$ cat config.mk
export PLATFORM = sky130hd
export DESIGN_NAME = pcie_dma_multi_splitter
export DESIGN_NICKNAME = d
export VERILOG_FILES = /design/src/rtl/pcie_dma_pkg.sv /design/src/rtl/pcie_chunk_calc.sv /design/src/rtl/pcie_dma_multi_splitter.sv
export SDC_FILE = /design/constraint.sdc
export NUM_CORES = 1
export LEC_CHECK = 0
export ABC_AREA = 1
export BUFFER_PORTS_ARGS = -buffer_cell sky130_fd_sc_hd__buf_4
export CAP_MARGIN = 20
export CORE_ASPECT_RATIO = 0.8
export CORE_MARGIN = 5
export CORE_UTILIZATION = 45
export CTS_CLUSTER_DIAMETER = 200
export DETAILED_ROUTE_END_ITERATION = 6
export PLACE_DENSITY_LB_ADDON = 0.1
export SYNTH_ARGS = -nofsm -noshare
export SYNTH_HDL_FRONTEND = slang
export SYNTH_HIERARCHICAL = 1
export SYNTH_SLANG_ARGS = --single-unit
$ cat constraint.sdc
create_clock -name i_clk -period 5.1 [get_ports i_clk]
set_input_delay 0.51 -clock i_clk [delete_from_list [all_inputs] [get_ports i_clk]]
set_output_delay 0.51 -clock i_clk [all_outputs]
set_load 0.01 [all_outputs]
$ cat src/rtl/pcie_dma_pkg.sv
// Shared definitions for the multi-channel PCIe DMA splitter:
// payload-limit decoders, FSM state type and the 4 KB boundary constant.
package pcie_dma_pkg;

    localparam int BOUNDARY_4K = 4096;
    // Wide enough to hold 4096.
    localparam int LIMIT_W     = 13;

    typedef enum logic [0:0] {
        ST_ARB   = 1'b0,
        ST_ISSUE = 1'b1
    } state_e;

    // Max_Payload_Size code -> bytes; reserved codes fall back to 128.
    function automatic logic [LIMIT_W-1:0] decode_mps(input logic [2:0] code);
        logic [LIMIT_W-1:0] bytes;
        case (code)
            3'd0:    bytes = 13'd128;
            3'd1:    bytes = 13'd256;
            3'd2:    bytes = 13'd512;
            3'd3:    bytes = 13'd1024;
            default: bytes = 13'd128;
        endcase
        return bytes;
    endfunction

    // Max_Read_Request_Size code -> bytes; reserved codes fall back to 128.
    function automatic logic [LIMIT_W-1:0] decode_mrrs(input logic [2:0] code);
        logic [LIMIT_W-1:0] bytes;
        case (code)
            3'd0:    bytes = 13'd128;
            3'd1:    bytes = 13'd256;
            3'd2:    bytes = 13'd512;
            3'd3:    bytes = 13'd1024;
            3'd4:    bytes = 13'd2048;
            3'd5:    bytes = 13'd4096;
            default: bytes = 13'd128;
        endcase
        return bytes;
    endfunction

endpackage

$ cat src/rtl/pcie_chunk_calc.sv
// Combinational chunk sizer: min(remaining, direction limit), optionally
// also capped so a chunk never crosses a 4 KB host-address boundary.
// Optional feature macro: SPLITTER_4K_BOUNDARY_EN.
module pcie_chunk_calc
    import pcie_dma_pkg::*;
#(
    parameter int ADDR_W = 32,
    parameter int SIZE_W = 32
)(
    input  logic [SIZE_W-1:0]  remaining,
    input  logic [ADDR_W-1:0]  host_addr,
    input  logic               dir_write,
    input  logic [LIMIT_W-1:0] mps_bytes,
    input  logic [LIMIT_W-1:0] mrrs_bytes,
    output logic [SIZE_W-1:0]  chunk
);

    logic [SIZE_W-1:0] limit_s;
    logic [SIZE_W-1:0] cap_s;
    logic              unused_addr_s;
`ifdef SPLITTER_4K_BOUNDARY_EN
    logic [LIMIT_W-1:0] dist_4k_s;
`endif

    // Only the low 12 address bits matter for the boundary distance.
    assign unused_addr_s = ^host_addr;

    // Pick the direction limit, apply the optional 4 KB cap, then clamp to remaining.
    always_comb begin
        limit_s = dir_write ? SIZE_W'(mps_bytes) : SIZE_W'(mrrs_bytes);
`ifdef SPLITTER_4K_BOUNDARY_EN
        dist_4k_s = LIMIT_W'(BOUNDARY_4K) - {1'b0, host_addr[11:0]};
        if (SIZE_W'(dist_4k_s) < limit_s) begin
            cap_s = SIZE_W'(dist_4k_s);
        end else begin
            cap_s = limit_s;
        end
`else
        cap_s = limit_s;
`endif
        if (remaining < cap_s) begin
            chunk = remaining;
        end else begin
            chunk = cap_s;
        end
    end

endmodule

$ cat src/rtl/pcie_dma_multi_splitter.sv
// Multi-channel DMA splitter: latches one descriptor per channel and issues
// PCIe-legal chunks to a single DMA engine, round-robin across active channels.
// Optional feature macro (in pcie_chunk_calc): SPLITTER_4K_BOUNDARY_EN.
module pcie_dma_multi_splitter
    import pcie_dma_pkg::*;
#(
    parameter int  ADDR_W = 32,
    parameter int  SIZE_W = 32,
    parameter int  NUM_CH = 2,
    localparam int CH_W   = (NUM_CH > 1) ? $clog2(NUM_CH) : 1
)(
    input  logic                     i_clk,
    input  logic                     i_rst,
    input  logic [15:0]              pcie_dcommand,
    input  logic [NUM_CH-1:0]        conf_valid,
    output logic [NUM_CH-1:0]        conf_ready,
    input  logic [NUM_CH*ADDR_W-1:0] conf_start_address_host,
    input  logic [NUM_CH*ADDR_W-1:0] conf_start_address_device,
    input  logic [NUM_CH*SIZE_W-1:0] conf_size,
    input  logic [NUM_CH-1:0]        conf_dir_write,
    output logic [NUM_CH-1:0]        conf_transaction_done,
    output logic                     dma_pending,
    input  logic                     dma_done,
    output logic [ADDR_W-1:0]        dma_address_host,
    output logic [ADDR_W-1:0]        dma_address_device,
    output logic [SIZE_W-1:0]        dma_size,
    output logic                     dma_dir_write,
    output logic [CH_W-1:0]          dma_channel
);

    state_e             state_q, state_d;
    logic [CH_W-1:0]    rr_q, rr_d;
    logic [LIMIT_W-1:0] mps_q, mps_d, mrrs_q, mrrs_d;

    logic [ADDR_W-1:0]  haddr_q [NUM_CH];
    logic [ADDR_W-1:0]  haddr_d [NUM_CH];
    logic [ADDR_W-1:0]  daddr_q [NUM_CH];
    logic [ADDR_W-1:0]  daddr_d [NUM_CH];
    logic [SIZE_W-1:0]  rem_q   [NUM_CH];
    logic [SIZE_W-1:0]  rem_d   [NUM_CH];
    logic [NUM_CH-1:0]  active_q, active_d, dir_q, dir_d, done_q, done_d;

    logic               pending_q, pending_d;
    logic [ADDR_W-1:0]  dma_haddr_q, dma_haddr_d, dma_daddr_q, dma_daddr_d;
    logic [SIZE_W-1:0]  dma_size_q, dma_size_d;
    logic               dma_dir_q, dma_dir_d;
    logic [CH_W-1:0]    dma_ch_q, dma_ch_d;

    logic               found_s;
    logic [CH_W-1:0]    grant_s;
    logic [SIZE_W-1:0]  chunk_s;
    logic               unused_dcmd_s;

    assign unused_dcmd_s = ^{pcie_dcommand[15], pcie_dcommand[11:8], pcie_dcommand[4:0]};

    // Round-robin search: first active channel at or after the pointer, wrapping.
    always_comb begin
        found_s = 1'b0;
        grant_s = '0;
        for (int i = NUM_CH - 1; i >= 0; i--) begin
            if (active_q[(int'(rr_q) + i) % NUM_CH]) begin
                found_s = 1'b1;
                grant_s = CH_W'((int'(rr_q) + i) % NUM_CH);
            end else begin
                found_s = found_s;
            end
        end
    end

    pcie_chunk_calc #(
        .ADDR_W (ADDR_W),
        .SIZE_W (SIZE_W)
    ) u_chunk_calc (
        .remaining  (rem_q[grant_s]),
        .host_addr  (haddr_q[grant_s]),
        .dir_write  (dir_q[grant_s]),
        .mps_bytes  (mps_q),
        .mrrs_bytes (mrrs_q),
        .chunk      (chunk_s)
    );

    // Next-state: limit decode, descriptor acceptance, arbitration and chunk completion.
    always_comb begin
        state_d     = state_q;
        rr_d        = rr_q;
        mps_d       = decode_mps(pcie_dcommand[7:5]);
        mrrs_d      = decode_mrrs(pcie_dcommand[14:12]);
        haddr_d     = haddr_q;
        daddr_d     = daddr_q;
        rem_d       = rem_q;
        active_d    = active_q;
        dir_d       = dir_q;
        done_d      = '0;
        pending_d   = pending_q;
        dma_haddr_d = dma_haddr_q;
        dma_daddr_d = dma_daddr_q;
        dma_size_d  = dma_size_q;
        dma_dir_d   = dma_dir_q;
        dma_ch_d    = dma_ch_q;

        // An idle channel latches its descriptor; size 0 completes immediately.
        for (int c = 0; c < NUM_CH; c++) begin
            if (conf_valid[c] && !active_q[c]) begin
                haddr_d[c]  = conf_start_address_host[c*ADDR_W +: ADDR_W];
                daddr_d[c]  = conf_start_address_device[c*ADDR_W +: ADDR_W];
                rem_d[c]    = conf_size[c*SIZE_W +: SIZE_W];
                dir_d[c]    = conf_dir_write[c];
                active_d[c] = (conf_size[c*SIZE_W +: SIZE_W] != '0);
                done_d[c]   = (conf_size[c*SIZE_W +: SIZE_W] == '0);
            end else begin
                done_d[c]   = 1'b0;
            end
        end

        case (state_q)
            ST_ARB: begin
                if (found_s) begin
                    dma_haddr_d = haddr_q[grant_s];
                    dma_daddr_d = daddr_q[grant_s];
                    dma_size_d  = chunk_s;
                    dma_dir_d   = dir_q[grant_s];
                    dma_ch_d    = grant_s;
                    pending_d   = 1'b1;
                    state_d     = ST_ISSUE;
                end else begin
                    state_d     = ST_ARB;
                end
            end
            ST_ISSUE: begin
                if (dma_done) begin
                    haddr_d[dma_ch_q] = haddr_q[dma_ch_q] + ADDR_W'(dma_size_q);
                    daddr_d[dma_ch_q] = daddr_q[dma_ch_q] + ADDR_W'(dma_size_q);
                    rem_d[dma_ch_q]   = rem_q[dma_ch_q] - dma_size_q;
                    if (rem_q[dma_ch_q] == dma_size_q) begin
                        active_d[dma_ch_q] = 1'b0;
                        done_d[dma_ch_q]   = 1'b1;
                    end else begin
                        active_d[dma_ch_q] = 1'b1;
                    end
                    if (dma_ch_q == CH_W'(NUM_CH - 1)) begin
                        rr_d = '0;
                    end else begin
                        rr_d = dma_ch_q + CH_W'(1);
                    end
                    pending_d = 1'b0;
                    state_d   = ST_ARB;
                end else begin
                    state_d   = ST_ISSUE;
                end
            end
            default: begin
                pending_d = 1'b0;
                state_d   = ST_ARB;
            end
        endcase
    end

    // State and output registers with synchronous reset.
    always_ff @(posedge i_clk) begin
        if (i_rst) begin
            state_q     <= ST_ARB;
            rr_q        <= '0;
            mps_q       <= 13'd128;
            mrrs_q      <= 13'd128;
            for (int c = 0; c < NUM_CH; c++) begin
                haddr_q[c] <= '0;
                daddr_q[c] <= '0;
                rem_q[c]   <= '0;
            end
            active_q    <= '0;
            dir_q       <= '0;
            done_q      <= '0;
            pending_q   <= 1'b0;
            dma_haddr_q <= '0;
            dma_daddr_q <= '0;
            dma_size_q  <= '0;
            dma_dir_q   <= 1'b0;
            dma_ch_q    <= '0;
        end else begin
            state_q     <= state_d;
            rr_q        <= rr_d;
            mps_q       <= mps_d;
            mrrs_q      <= mrrs_d;
            haddr_q     <= haddr_d;
            daddr_q     <= daddr_d;
            rem_q       <= rem_d;
            active_q    <= active_d;
            dir_q       <= dir_d;
            done_q      <= done_d;
            pending_q   <= pending_d;
            dma_haddr_q <= dma_haddr_d;
            dma_daddr_q <= dma_daddr_d;
            dma_size_q  <= dma_size_d;
            dma_dir_q   <= dma_dir_d;
            dma_ch_q    <= dma_ch_d;
        end
    end

    assign conf_ready            = ~active_q;
    assign conf_transaction_done = done_q;
    assign dma_pending           = pending_q;
    assign dma_address_host      = dma_haddr_q;
    assign dma_address_device    = dma_daddr_q;
    assign dma_size              = dma_size_q;
    assign dma_dir_write         = dma_dir_q;
    assign dma_channel           = dma_ch_q;

endmodule

==> results.cfg <==
[finish]
fin_util = 0.531
post_route_cells_drive_above_1_share = 0.0988
syn2layout_area_growth_pct = 16.2
antennaDiodeCount = 0
finalInstanceArea_um2 = 28000
fin_cells = 5125
nNetsFinal = 4733

[logic_synthesis]
syn_avg_cell_area_um2 = 5.75
synthCells = 4190
synthFlopType = dfxtp_1
synth_area_leaders = dfxtp_1, nand2_1, inv_1
synth.most_common_cell = nand2_1
ys_async_sr_fraction = 0
ys_top_cells_by_count = nand2_1, inv_1, o21ai_0, dfxtp_1, nor2_1
synth_largest_area_cell = dfxtp_1
ys_warn_count = 6
synth_edf_count = 0
netlist_area_um2 = 24100
ys_ff_latch = 309
synth_top_area_share = 0.257
ys_types = 45
seq_area_frac_synth = 0.257

[setup_path]
slowest_delay_ns = 0.69
endpoint_kind = register
critPathBufInv = 4
reg2reg_slack_ns = 1.11
r2r-start = active_q[1]
crit_arrival_ns = 4.49
rr_worst_depth = 17
worstSetupStartpointType = register
path_cells = inv_2 -> a21oi_4 -> inv_2 -> nand2_1 -> nand2_1 -> inv_2 -> or2_2 -> o21ai_0 -> ha_1 -> nor4_1 -> nand4_1 -> nor2_2 -> buf_4 -> nand3_1 -> nand2_1 -> o21ai_0 -> a21oi_1
cpMaxStageDelayCell = nor4_1
cp_data_required_time_ns = 5.60
r2r_end = dma_size[3]
crit_fanout = 13
worstSetupPathType = register to register
path_delay_family = simple AND/OR/NAND/NOR gates

[pwr]
vdd_ir_drop_max_mv = 0.223
power.density_nw_per_um2 = 321
power_mw = 8.99
cellLeakagePower_nw = 16.0

[outcome]
violations = design-rule violations
status = finished, violations left

[sta]
max_slew_margin = 0.229
final.setup.tns_ns = 0
layout_setup_ws_ns = 1.11
finalSetupViolCount = 0
rsz0062_at_grt = no
hold_viol = 0
max_freq_mhz = 251
fin_crit_sh = 0.782
whs_ns = 0.129
period_minus_slack_ns = 3.99
tightest_slew_ns = 1.15
drv_slew = 0
skew_ns = 0.0129

[die]
dieArea_um2 = 58300
initial_core_util = 0.457
row_count = 75
core_um2 = 52700
dieHeight_um = 217
io_pins = 318
die_w_um = 269

[placement]
gp_congestion = 0.998
place_inst = 5061
placed_area_um2 = 26700
dpl_worst_slack_ns = 1.38
portBuffers = 307
dpl.hpwl_mm = 69.6

[routing]
wirelength_mm = 93.7
detail-route-antenna-nets = 0
dr.pass1.iters = 7
vias_per_cell = 5.14
wl_per_cell_um = 18.3
drt_iter0_markers = 2590
vias = 26300
drcViolationCount = 3

[clocking]
cts_hold_buf = 0
htreeDepth = 2
root_buffer = clkbuf_16
cts_resized = 0
clk_path_buf_depth = 3
cts_tree = built
cts_setup_buffers = 0
insertion_delay_ns = 0.58
cts_buffers = 37
cts.sinks = 309
clk_pin_slew_ns = 0.06

[hold_path]
hp-class = input pin to register
hold_end = mps_q[9]
worstHoldPathCells = 2
hold_path_startpoint = pcie_dcommand[5]

[global_routing]
overflow = 0
track_usage = 0.310
antenna_found_initial = 2
grt_pass1_vias = 23900
grt_max_degree = 98
grt_pass1_wl_mm = 141

[flow_run]
cap_viol_max_count = 0
-- layer usage --
metal	routed length (um)	track usage
met4	2710	0.0844
met2	39700	0.479
met3	7480	0.0392
met1	43700	0.455
met5	0	0
-- report_power, final --
group          leakage (nW)  internal [mW]  switching, mW
sequential             2.55           2.66          0.222
combinational          12.9           1.13           2.19
clock                 0.616           1.64           1.16
-- cells in the final DEF (no fill, tap or decap), types with 11 or more instances in the layout --
cell	n
a211oi_1	23
a21oi_1	144
a31oi_1	17
buf_4	333
clkbuf_16	37
conb_1	35
dfxtp_1	308
ha_1	108
inv_1	775
inv_2	12
mux2i_1	34
nand2_1	1460
nand3_1	283
nand4_1	11
nor2_1	291
nor3_1	12
nor4_1	12
o211ai_1	59
o21ai_0	317
or2_2	13
xnor2_1	21
xor2_1	21
-- worst max path at each step --
stage | from | end | slack (ns) | depth (start not counted)
6_report | active_q[1] | dma_size[3] | 1.11 | 17
5_1_grt | active_q[1] | dma_size[2] | 1.01 | 17
4_1_cts | active_q[1] | dma_size[3] | 1.35 | 17
3_5_place_dp | active_q[1] | dma_size[5] | 1.38 | 17
3_3_place_gp | active_q[1] | dma_size[3] | 1.41 | 17
2_1_floorplan | active_q[1] | dma_size[12] | 2.07 | 22
-- flip-flops by register name (all words and copies together) (netlist names), 4 cells and up --
name / count
dma_address_device: 32
rem_q: 64
dma_size: 32
mrrs_q: 6
daddr_q: 64
mps_q: 4
dma_address_host: 32
haddr_q: 64
-- cells by family (layout without fill, tap and decap cells) --
group                    Yosys count  count (layout)  synth area share
AO/OA/AOI/OAI                    604             604             0.141
XOR/XNOR                          42              42            0.0153
adder cells (fa/ha/maj)          111             111            0.0586
buffers and inverters            980            1189             0.161
flip-flops                       309             309             0.257
multiplexers                      34              34            0.0141
other                              2              35          0.000312
AND/OR/NAND/NOR                 2108            2108             0.352
-- final cells by class --
type | count | area, um2
clock inverter | 11 | 156
tap | 693 | 867
sequential | 309 | 6190
inverter | 789 | 2970
multi-input combinational | 2934 | 14200
fill | 5682 | 24800
timing repair buffer | 336 | 2560
clock buffer | 53 | 1090
(Power assumes the default switching activity.)
